**config.mk**
```make
export PLATFORM = sky130hd
export DESIGN_NAME = key_conditioner
export DESIGN_NICKNAME = d
export VERILOG_FILES = /design/src/rtl/key_conditioner.sv
export SDC_FILE = /design/constraint.sdc
export NUM_CORES = 1
export LEC_CHECK = 0
export BUFFER_PORTS_ARGS = -buffer_cell sky130_fd_sc_hd__buf_2
export CAP_MARGIN = 20
export CORE_MARGIN = 2
export CORE_UTILIZATION = 62
export CTS_BUF_LIST = sky130_fd_sc_hd__clkbuf_8
export DETAILED_ROUTE_END_ITERATION = 16
export GPL_ROUTABILITY_DRIVEN = 0
export PLACE_DENSITY = 0.89
export SYNTH_ARGS = -nofsm -noshare
export SYNTH_HDL_FRONTEND = slang
export SYNTH_SLANG_ARGS = --single-unit
```
**constraint.sdc**
```tcl
create_clock -name CLK -period 4.4 [get_ports CLK]
set_clock_uncertainty 0.1 [all_clocks]
set_input_delay 0.22 -clock CLK [delete_from_list [all_inputs] [get_ports CLK]]
set_output_delay 0.22 -clock CLK [all_outputs]
set_load 0.02 [all_outputs]
```
**src/rtl/key_conditioner.sv**
```systemverilog
// Push-button conditioner: 2-flop sync, consecutive-sample debounce, press/release/long pulses.
// Optional auto-repeat via `define KEY_AUTOREPEAT_EN; ports release_pulse/repeat_pulse avoid SV keywords.
module key_conditioner #(
    parameter int unsigned N_KEYS          = 2,
    parameter int unsigned DEBOUNCE_CYCLES = 500000,
    parameter int unsigned LONG_CYCLES     = 50000000,
    parameter int unsigned REPEAT_CYCLES   = 10000000
) (
    input  logic              CLK,
    input  logic              reset,
    input  logic [N_KEYS-1:0] key_n,
    output logic [N_KEYS-1:0] level,
    output logic [N_KEYS-1:0] press,
    output logic [N_KEYS-1:0] release_pulse,
    output logic [N_KEYS-1:0] long_press,
    output logic [N_KEYS-1:0] repeat_pulse
);

    localparam int unsigned DB_W   = $clog2(DEBOUNCE_CYCLES + 1);
    localparam int unsigned HOLD_W = $clog2(LONG_CYCLES + 1);

    localparam logic [DB_W-1:0]   DB_MAX   = DB_W'(DEBOUNCE_CYCLES);
    localparam logic [DB_W-1:0]   DB_ONE   = DB_W'(1);
    localparam logic [HOLD_W-1:0] HOLD_MAX = HOLD_W'(LONG_CYCLES);
    localparam logic [HOLD_W-1:0] HOLD_PRE = HOLD_W'(LONG_CYCLES - 1);
    localparam logic [HOLD_W-1:0] HOLD_ONE = HOLD_W'(1);

    if (DEBOUNCE_CYCLES < 2 || LONG_CYCLES <= DEBOUNCE_CYCLES || REPEAT_CYCLES < 1)
    begin : g_bad_params
        $error("key_conditioner: invalid cycle parameters");
    end

    typedef enum logic [1:0] {
        IDLE,
        PRESS_WAIT,
        HELD,
        RELEASE_WAIT
    } state_t;

    for (genvar g = 0; g < N_KEYS; g++) begin : g_chan
        logic              sync1;
        logic              s;
        state_t            state;
        logic [DB_W-1:0]   db_cnt;
        logic [HOLD_W-1:0] hold_cnt;
        logic              hold_sat;
        logic              long_hit;
        logic              release_done;
        logic              level_r;
        logic              press_r;
        logic              release_r;
        logic              long_r;

        always_ff @(posedge CLK) begin
            if (reset) begin
                sync1 <= 1'b1;
                s     <= 1'b1;
            end else begin
                sync1 <= key_n[g];
                s     <= sync1;
            end
        end

        assign hold_sat     = (hold_cnt == HOLD_MAX);
        assign long_hit     = (hold_cnt == HOLD_PRE);
        assign release_done = (state == RELEASE_WAIT) && s && (db_cnt == DB_MAX);

        // Hold counter keeps running through release bounces; it only clears in IDLE.
        always_ff @(posedge CLK) begin
            if (reset) begin
                state     <= IDLE;
                db_cnt    <= '0;
                hold_cnt  <= '0;
                level_r   <= 1'b0;
                press_r   <= 1'b0;
                release_r <= 1'b0;
                long_r    <= 1'b0;
            end else begin
                press_r   <= 1'b0;
                release_r <= 1'b0;
                long_r    <= 1'b0;
                case (state)
                    IDLE: begin
                        hold_cnt <= '0;
                        if (!s) begin
                            state  <= PRESS_WAIT;
                            db_cnt <= DB_ONE;
                        end else begin
                            db_cnt <= '0;
                        end
                    end
                    PRESS_WAIT: begin
                        if (s) begin
                            state  <= IDLE;
                            db_cnt <= '0;
                        end else if (db_cnt == DB_MAX) begin
                            state    <= HELD;
                            db_cnt   <= '0;
                            hold_cnt <= '0;
                            level_r  <= 1'b1;
                            press_r  <= 1'b1;
                        end else begin
                            db_cnt <= db_cnt + DB_ONE;
                        end
                    end
                    HELD: begin
                        if (s) begin
                            state  <= RELEASE_WAIT;
                            db_cnt <= DB_ONE;
                        end
                        if (!hold_sat) begin
                            hold_cnt <= hold_cnt + HOLD_ONE;
                            long_r   <= long_hit;
                        end
                    end
                    RELEASE_WAIT: begin
                        if (!s) begin
                            state  <= HELD;
                            db_cnt <= '0;
                            if (!hold_sat) begin
                                hold_cnt <= hold_cnt + HOLD_ONE;
                                long_r   <= long_hit;
                            end
                        end else if (db_cnt == DB_MAX) begin
                            state     <= IDLE;
                            db_cnt    <= '0;
                            hold_cnt  <= '0;
                            level_r   <= 1'b0;
                            release_r <= 1'b1;
                        end else begin
                            db_cnt <= db_cnt + DB_ONE;
                            if (!hold_sat) begin
                                hold_cnt <= hold_cnt + HOLD_ONE;
                                long_r   <= long_hit;
                            end
                        end
                    end
                    default: begin
                        state  <= IDLE;
                        db_cnt <= '0;
                    end
                endcase
            end
        end

        assign level[g]         = level_r;
        assign press[g]         = press_r;
        assign release_pulse[g] = release_r;
        assign long_press[g]    = long_r;

`ifdef KEY_AUTOREPEAT_EN
        localparam int unsigned REP_W = $clog2(REPEAT_CYCLES + 1);
        localparam logic [REP_W-1:0] REP_LAST = REP_W'(REPEAT_CYCLES - 1);
        localparam logic [REP_W-1:0] REP_ONE  = REP_W'(1);

        logic [REP_W-1:0] rep_cnt;
        logic             rep_r;

        // Saturated hold counter marks "long press already fired"; repeats start from there.
        always_ff @(posedge CLK) begin
            if (reset) begin
                rep_cnt <= '0;
                rep_r   <= 1'b0;
            end else begin
                rep_r <= 1'b0;
                if (state == IDLE || state == PRESS_WAIT || release_done) begin
                    rep_cnt <= '0;
                end else if (hold_sat) begin
                    if (rep_cnt == REP_LAST) begin
                        rep_cnt <= '0;
                        rep_r   <= 1'b1;
                    end else begin
                        rep_cnt <= rep_cnt + REP_ONE;
                    end
                end
            end
        end

        assign repeat_pulse[g] = rep_r;
`else
        assign repeat_pulse[g] = 1'b0;
`endif
    end

endmodule

```
==> summary.md, run 1 <==
| Metric | Value |
|---|---|
| Clock power share | `41.4%` |
| Status | `finished, final reports clean` |
| Max-slew headroom | `29.7%` |
| Seq pwr share | `56.1%` |
| Minimum clock period | `3.20 ns` |
| Power Density | `295 mW/mm²` |
| FF+latch count, synth | `106` |
| Core area | `0.00872 mm²` |
| Syn Inst Count | `approximately 680` |
| H-tree Lvls | `3` |
| Grt ovf | `0` |
| TritonCTS Sinks | `106` |
| Multi-input gate area | `0.00317 mm²` |
| CTS tree | `built` |
| Avg WL per Cell | `16.3 µm` |
| CTS Buf Count | `9` |
| Achievable frequency | `313 MHz` |
| Initial Util | `64.0%` |
| Power consumption | `1.73 mW` |
| Combinational group share of total power | `2.5%` |
| Root buffer cell | `clkbuf_8` |
| Largest net degree at the start of global routing | `44` |
| Final count of hold timing violations | `0` |
| Post-synthesis sequential area ratio | `38.0%` |
| Post-Syn Area | `about 0.0056 mm²` |
| IO Port Bufs | `11` |
| Worst slew pin tran | `1.05 ns` |
| Ys flop type | `dfxtp_1` |
| Crit-path max FO | `14` |
| Nets | `678` |
| Latest clock arrival within the worst-skew pair | `0.37 ns` |
| Avg Synthesized Cell Area | `around 8 µm²` |
| Slew Viols, Final | `0` |
| Psw | `0.375 mW` |
| Final WL | `between 10,000 and 15,000 µm` |
| RSZ-0062 raised after global routing | `no` |
| P_leak | `approximately 1.7 nW` |
| Die area | `~0.01 mm²` |
| Residual DRC count | `0` |
| Vias per inst | `6.82` |
| Vias | `about 5,300` |
| Die Wd | `between 90 and 100 µm` |
| Critical Path RT | `about 4.5 ns` |
| Cell Rows | `34` |
| DIE HEIGHT | `about 99 µm` |
| First-pass GRT wire length | `between 20,000 and 25,000 µm` |
| Setup violators final | `0` |
| I/O pin cnt | `14` |
| P_int | `1.36 mW` |
| Switch share | `between 20% and 30%` |
| Clock transition at the registers of the reported paths | `0.10 ns` |
| Min-Delay Path Class | `in2reg` |
| EDFF count, synth | `0` |
| Detail Placement HPWL | `roughly 8400 µm` |
| Crit end category | `flop` |
| Diodes inserted | `0` |
| Area grow syn2layout | `5.18%` |
| Maximum vdd drop | `0.000221 V` |
| Count of cell types in the netlist | `63` |
| Total track usage | `26.1%` |
| Post-route ant nets | `0` |
| Vias in the first global route | `4,809` |
| Number of max-cap violations | `0` |
| Sum Neg Setup Slack | `0 ns` |
| Period utilization | `72.7%` |
| Antenna violations before repair | `0` |
| Critical path type | `reg2reg` |
| Worst-case clock buffer depth | `2` |
| Register area | `roughly 0.0021 mm²` |
| Share of layout cells above drive strength 1 | `7.01%` |
| Synth warnings | `0` |
| DRT iter0 DRCs | `~430` |
| WP data arrival | `3.32 ns` |
| CTS resizes | `0` |
| Crit start category | `flop` |
| Total iterations of the first detailed-routing run | `5` |
| Asr flop ratio synth | `0%` |
| Fillers | `686` |
| Util after Layout | `67.3%` |
-- synth_stat cells (5+ instances only) --
master      n  area [µm²]
dfxtp_1   106        2120
a21oi_1    63         315
nand2_1    59         221
nor2_1     43         161
nand3_1    35         175
nand4_1    34         213
clkbuf_1   30         113
or4_1      28         210
o21ai_0    25         125
o31ai_1    24         180
inv_1      23        86.3
xor2_1     18         158
or3_1      16         100
nor3_1     14        70.1
nor4_1     11        68.8
a311oi_1   10        87.6
a31oi_1    10        62.6
and4_1     10        87.6
buf_4      10        75.1
xnor2_1    10        87.6
and3_1      9        56.3
a41oi_1     8        70.1
ha_1        8         100
or2_2       6        37.5
o211ai_1    5        37.5
-- routing by layer --
metal  share of wire, %  track usage [%]  vias to the layer above
li1                   -                -                     2537
met1                 44             34.4                     2549
met2                 48             43.0                      196
met3                6.0             5.60                       27
met4                1.7             8.32                        0
met5                  0                0                        -
-- per-stage QoR --
stage / instances / instance area [µm²] / setup slack [ns] / hold slack, ns
2_1_floorplan: 680 / 5580 / 2.07 / 0.224
3_3_place_gp: 761 / 5610 / 1.39 / 0.293
3_5_place_dp: 761 / 5610 / 1.28 / 0.295
4_1_cts: 778 / 5870 / 1.26 / 0.263
5_1_grt: 778 / 5870 / 0.950 / 0.286
6_report: 778 / 5870 / 1.20 / 0.288
-- final cells by class --
class | count | share of cell area, %
clock inverters | 6 | 1.94
clock buffers | 9 | 2.11
inverters | 23 | 1.47
well taps | 108 | 2.30
multi-input cells | 507 | 54.0
flip-flops and latches | 106 | 36.2
repair buffers | 19 | 2.05
-- power by group through the flow --
stage | Sequential (mW) | Clock, mW | Combinational [mW]
floorplan | 0.990 | 0 | 0.0379
global placement | 0.992 | 0 | 0.0395
detailed placement | 0.993 | 0 | 0.0408
CTS | 0.971 | 0.722 | 0.0424
global route | 0.972 | 0.764 | 0.0464
finish | 0.971 | 0.716 | 0.0429
-- logic make-up after synthesis --
group	after synthesis	share of synthesized area [%]
and+or+nand+nor	298	30.4
AOI/OAI and AO/OA	171	19.9
DFF	106	38.0
buffers and inverters	67	5.38
xor gates and xnor gates	28	4.40
adders and majority gates	8	1.79
other	1	0.0672
-- worst paths after layout --
| check | from | end | slack (ns) | depth (start not counted) |
|---|---|---|---|---|
| max | g_chan[1].db_cnt[0]$_SDFFE_PP0N_ | g_chan[1].db_cnt[12]$_SDFFE_PP0N_ | 1.20 | 7 |
| min | reset | g_chan[1].level_r$_SDFFE_PP0P_ | 0.29 | 2 |
| max reg2reg | g_chan[1].db_cnt[0]$_SDFFE_PP0N_ | g_chan[1].db_cnt[12]$_SDFFE_PP0N_ | 1.20 | 7 |
| min reg2reg | g_chan[0].sync1$_SDFF_PP1_ | g_chan[0].s$_SDFF_PP1_ | 0.32 | 1 |
-- worst max-delay path, cell delays in order (launching register included) --
cell and delay (ns):
dfxtp_1 0.38, inv_1 0.10, ha_1 0.14, or4bb_1 0.48
nor2_1 0.64, a21oi_1 0.14, o211ai_1 0.88, a22oi_1 0.20
-- sequential cells by signal (all words and copies together) (netlist names), named ones only --
signal            count
g_chan.release_r      2
g_chan.press_r        2
g_chan.level_r        2
g_chan.sync1          2
g_chan.s              2
g_chan.long_r         2
g_chan.state          2
g_chan.hold_cnt      52
g_chan.db_cnt        38
-- layout by cell type (no fill, tap or decap), types with 11 or more instances in the layout --
| cell type | instances |
|---|---|
| nor4_1 | 11 |
| nand2_1 | 59 |
| nand3_1 | 35 |
| o21ai_0 | 25 |
| o31ai_1 | 24 |
| nor2_1 | 43 |
| inv_1 | 23 |
| dfxtp_1 | 106 |
| buf_2 | 11 |
| nand4_1 | 34 |
| or4_1 | 28 |
| nor3_1 | 14 |
| or3_1 | 16 |
| xor2_1 | 18 |
| a21oi_1 | 63 |
-- what timing repair did --
action                                  CTS  global route
hold buffers                              2             0
setup buffers                             0             0
hold endpoints to repair                  2             0
endpoints found under the setup margin    0             0
(Power assumes the default switching activity.)
==> run 2, diff against run 1 <==
--- a/config.mk
+++ b/config.mk
@@ -5,10 +5,11 @@
 export SDC_FILE = /design/constraint.sdc
 export NUM_CORES = 1
 export LEC_CHECK = 0
+export ABC_AREA = 1
 export BUFFER_PORTS_ARGS = -buffer_cell sky130_fd_sc_hd__buf_2
 export CAP_MARGIN = 20
 export CORE_MARGIN = 2
-export CORE_UTILIZATION = 62
+export CORE_UTILIZATION = 59
 export CTS_BUF_LIST = sky130_fd_sc_hd__clkbuf_8
 export DETAILED_ROUTE_END_ITERATION = 16
 export GPL_ROUTABILITY_DRIVEN = 0
==> constraint.sdc (replaced) <==
create_clock -name CLK -period 2.81 [get_ports CLK]
set_clock_uncertainty 0.1 [all_clocks]
set_input_delay 0.1405 -clock CLK [delete_from_list [all_inputs] [get_ports CLK]]
set_output_delay 0.1405 -clock CLK [all_outputs]
set_load 0.02 [all_outputs]
==> summary.md, run 2 <==
| Metric | Value |
|---|---|
| Status | `finished, final reports clean` |
| Final count of hold timing violations | `0 (unchanged)` |
| Area grow syn2layout | `4.60%` |
| Crit-path max FO | `16 (+2)` |
| Reg2Reg Setup Slack | `0.50 ns (-0.70 ns)` |
| Dpl ws | `0.523 ns (-0.761 ns)` |
| Crit-path max cell delay | `0.40 ns (-0.48 ns)` |
| Post-synthesis xor/xnor area fraction | `3.12% (-1.3 points)` |
| Die area | `0.0113 mm² (+16%)` |
| Max-slew headroom | `59.1% (+29 points)` |
| Worst slew pin tran | `0.614 ns (-0.436 ns)` |
| CP top delay family | `simple AND/OR/NAND/NOR gates` |
| WP data arrival | `2.54 ns (-0.78 ns)` |
| Minimum clock period | `2.31 ns (-0.886 ns)` |
| Psw | `0.606 mW (+62%)` |
| Ys flop type | `dfxtp_1` |
| Largest family of logic cells by synthesized area | `simple AND/OR/NAND/NOR gates` |
| Asr flop ratio synth | `0% (unchanged)` |
| Final WL | `13,200 µm (+4.0%)` |
| Die Wd | `106 µm (+7.5%)` |
| CP max stage cell | `a21oi_4` |
| EDFF count, synth | `0 (unchanged)` |
| Post-route ant nets | `0 (unchanged)` |
| Post-Syn Area | `0.00617 mm² (+11%)` |
| Nets | `981 (+45%)` |
| Critical path buffers and inverters | `3 (+2)` |
| Seq pwr share | `61.5% (+5.4 points)` |
| Crit start category | `flop` |
| Latest clock arrival within the worst-skew pair | `0.40 ns (+0.03 ns)` |
| Fin area | `0.00646 mm² (+10%)` |
| Slew Viols, Final | `0 (unchanged)` |
| Switch share | `24.7% (+3.0 points)` |
| Most used cells in the layout excluding fill and tap cells | `nand2_1 (221), nor2_1 (177), inv_1 (130)` |
| Max reg flops | `52 (unchanged)` |
| Vias in the first global route | `5,476 (+14%)` |
| Root buffer cell | `clkbuf_8` |
| Detail Placement HPWL | `9730 µm (+16%)` |
| Post-CTS setup buffer count | `0 (unchanged)` |
| Antenna violations before repair | `0 (unchanged)` |
| Total track usage | `25.1% (-1.0 points)` |
| Top flop regs | `g_chan.hold_cnt x52, g_chan.db_cnt x38` |
| Post-synthesis sequential area ratio | `34.4% (-3.7 points)` |
| IO Port Bufs | `11 (unchanged)` |
| Vias per inst | `5.32 (-22%)` |
| Clock power share | `36.0% (-5.4 points)` |
| Power Density | `381 mW/mm² (+29%)` |
| HP Start | `reset` |
| Yosys top cell area share | `34.4% (-3.7 points)` |
| RSZ-0062 raised after global routing | `no` |
| Residual DRC count | `0 (unchanged)` |
| Power consumption | `2.46 mW (+42%)` |
| Critical Path RT | `3.04 ns (-1.48 ns)` |
| Mux share of post-synthesis cell area | `0.162% (+0.16 points)` |
| I/O pin cnt | `14 (unchanged)` |
| Cell taking the most area after synthesis | `dfxtp_1` |
| Post-route worst setup slack | `0.499 ns (-0.704 ns)` |
| Synth warnings | `0 (unchanged)` |
| DRT iter0 DRCs | `407 (-5.8%)` |
| Area contributors post-synth | `dfxtp_1 (34%), nand2_1 (13%), nor2_1 (11%)` |
| Maximum vdd drop | `0.000407 V (+84%)` |
| Cell Rows | `37 (+8.8%)` |
| Avg WL per Cell | `11.9 µm (-27%)` |
| Count of cell types in the netlist | `44 (-30%)` |
| Adder-cell share of the synthesized area | `1.62% (-0.17 points)` |
| Commonest non-fill, non-tap cell in the layout | `nand2_1` |
| RR Endpoint | `g_chan[0].hold_cnt[11]$_SDFFE_PP0P_` |
| DIE HEIGHT | `106 µm (+7.5%)` |
| Hold path endpoint | `g_chan[0].hold_cnt[13]$_SDFFE_PP0P_` |
| Largest net degree at the start of global routing | `25 (-43%)` |
| TritonCTS Sinks | `106 (unchanged)` |
| Syn Inst Count | `965 (+42%)` |
| Fillers | `950 (+38%)` |
| Most numerous cell in the Yosys netlist | `nand2_1` |
| Period utilization | `82.3% (+9.6 points)` |
| Setup violators final | `0 (unchanged)` |
| Avg Synthesized Cell Area | `6.40 µm² (-22%)` |
| Hold slack | `0.0123 ns (-0.275 ns)` |
| Combinational group share of total power | `2.5% (about the same)` |
| First-pass GRT wire length | `23,300 µm (+7.8%)` |
| Critical path type | `reg2reg` |
| DR WL met2 | `6260 µm (+2.4%)` |
| Max layer used | `met4` |
| Final non-filler cell total | `1,110 (+43%)` |
| Total iterations of the first detailed-routing run | `5 (unchanged)` |
| CTS Buf Count | `9 (unchanged)` |
| Synth Area in Compound Gates | `6.63% (-13 points)` |
| Met3 WL | `655 µm (-14%)` |
| P_int | `1.85 mW (+37%)` |
| Post-synth top cells | `nand2_1 (221), nor2_1 (177), inv_1 (130), dfxtp_1 (106), nand3_1 (74)` |
| Number of max-cap violations | `0 (unchanged)` |
| Post-Synth Simple-Gate Area | `43.2% (+13 points)` |
| Worst path cell trace | `inv_1, ha_1, nand3_1, nor2_1, nand2_2, nand2_4, nand2_2, inv_2, a21oi_4, inv_1, nor2_1` |
| RR Startpoint | `g_chan[0].db_cnt[0]$_SDFFE_PP0N_` |
| Crit end category | `flop` |
| Share of layout cells above drive strength 1 | `7.49% (+0.48 points)` |
| Initial Util | `60.4% (-3.6 points)` |
| CTS tree | `built` |
| Core area | `0.0102 mm² (+17%)` |
| Hold path cells | `4 (+2)` |
| Sum Neg Setup Slack | `0 ns (unchanged)` |
| Clock transition at the registers of the reported paths | `0.10 ns (about the same)` |
| Achievable frequency | `433 MHz (+38%)` |
| Placement Cell Area | `0.00626 mm² (+12%)` |
| Util after Layout | `63.1% (-4.2 points)` |
| Vias | `5,909 (+11%)` |
| H-tree Lvls | `3 (unchanged)` |
| Cells after DPL | `1,092 (+43%)` |
| Largest reg by FF count | `g_chan.hold_cnt` |
| FF+latch count, synth | `106 (unchanged)` |
| Min-Delay Path Class | `in2reg` |
| Reg2reg path depth | `11 (+4)` |
| Grt ovf | `0 (unchanged)` |
| Worst-case clock buffer depth | `2 (unchanged)` |
| P_leak | `2.47 nW (+48%)` |
| Diodes inserted | `0 (unchanged)` |
| Wl on met1 | `6050 µm (+8.6%)` |
==> run 2: metal layers <==
| metal | track usage, % | vias up |
|---|---|---|
| li1 | - | 3061 |
| met1 | 31.4 | 2680 |
| met2 | 42.2 | 147 |
| met3 | 6.01 | 21 |
| met4 | 8.93 | 0 |
| met5 | 0 | - |
==> run 2: timing repair <==
action / CTS / global route
gates resized for setup: 0 / 0
hold buffers: 2 / 0
endpoints found under the hold margin: 2 / 0
==> run 2: worst max path at each step <==
| stage | start | to | slack [ns] | depth (start not counted) |
|---|---|---|---|---|
| 2_1_floorplan | g_chan[1].db_cnt[0]$_SDFFE_PP0N_ | g_chan[1].hold_cnt[6]$_SDFFE_PP0P_ | 1.12 | 10 |
| 3_3_place_gp | g_chan[0].db_cnt[0]$_SDFFE_PP0N_ | g_chan[0].hold_cnt[9]$_SDFFE_PP0P_ | 0.63 | 11 |
| 3_5_place_dp | g_chan[0].db_cnt[0]$_SDFFE_PP0N_ | g_chan[0].hold_cnt[11]$_SDFFE_PP0P_ | 0.52 | 11 |
| 4_1_cts | g_chan[0].db_cnt[0]$_SDFFE_PP0N_ | g_chan[0].hold_cnt[11]$_SDFFE_PP0P_ | 0.50 | 11 |
| 5_1_grt | g_chan[0].db_cnt[0]$_SDFFE_PP0N_ | g_chan[0].hold_cnt[11]$_SDFFE_PP0P_ | 0.24 | 11 |
| 6_report | g_chan[0].db_cnt[0]$_SDFFE_PP0N_ | g_chan[0].hold_cnt[11]$_SDFFE_PP0P_ | 0.50 | 11 |
==> run 2: cell type report <==
class                      instances  area (µm²)  area share [%]
multi-input combinational        701        3390            52.5
timing repair buffer              15        90.1            1.39
sequential                       106        2120            32.9
clock inverter                     7        53.8           0.833
tap                              136         170            2.63
inverter                         136         510            7.90
clock buffer                       9         124            1.92
==> run 2: logic make-up after synthesis <==
group | after synthesis
other cells | 1
simple gates | 596
compound gates | 72
flops | 106
buf+inv | 159
fa+ha+maj | 8
mux | 1
xor+xnor | 22
==> run 2: worst reg2reg max path, stage by stage, from the launching register on <==
cell	delay, ns
dfxtp_1	0.37
inv_1	0.08
ha_1	0.21
nand3_1	0.10
nor2_1	0.06
nand2_2	0.11
nand2_4	0.08
nand2_2	0.29
inv_2	0.12
a21oi_4	0.40
inv_1	0.18
nor2_1	0.15
==> run 2: power groups by stage <==
stage | logic (mW) | registers, mW | clock network [mW]
global route | 0.0685 | 1.51 | 0.975
global placement | 0.0572 | 1.55 | 0
CTS | 0.0607 | 1.51 | 0.908
floorplan | 0.0510 | 1.54 | 0
finish | 0.0610 | 1.51 | 0.886
detailed placement | 0.0583 | 1.55 | 0
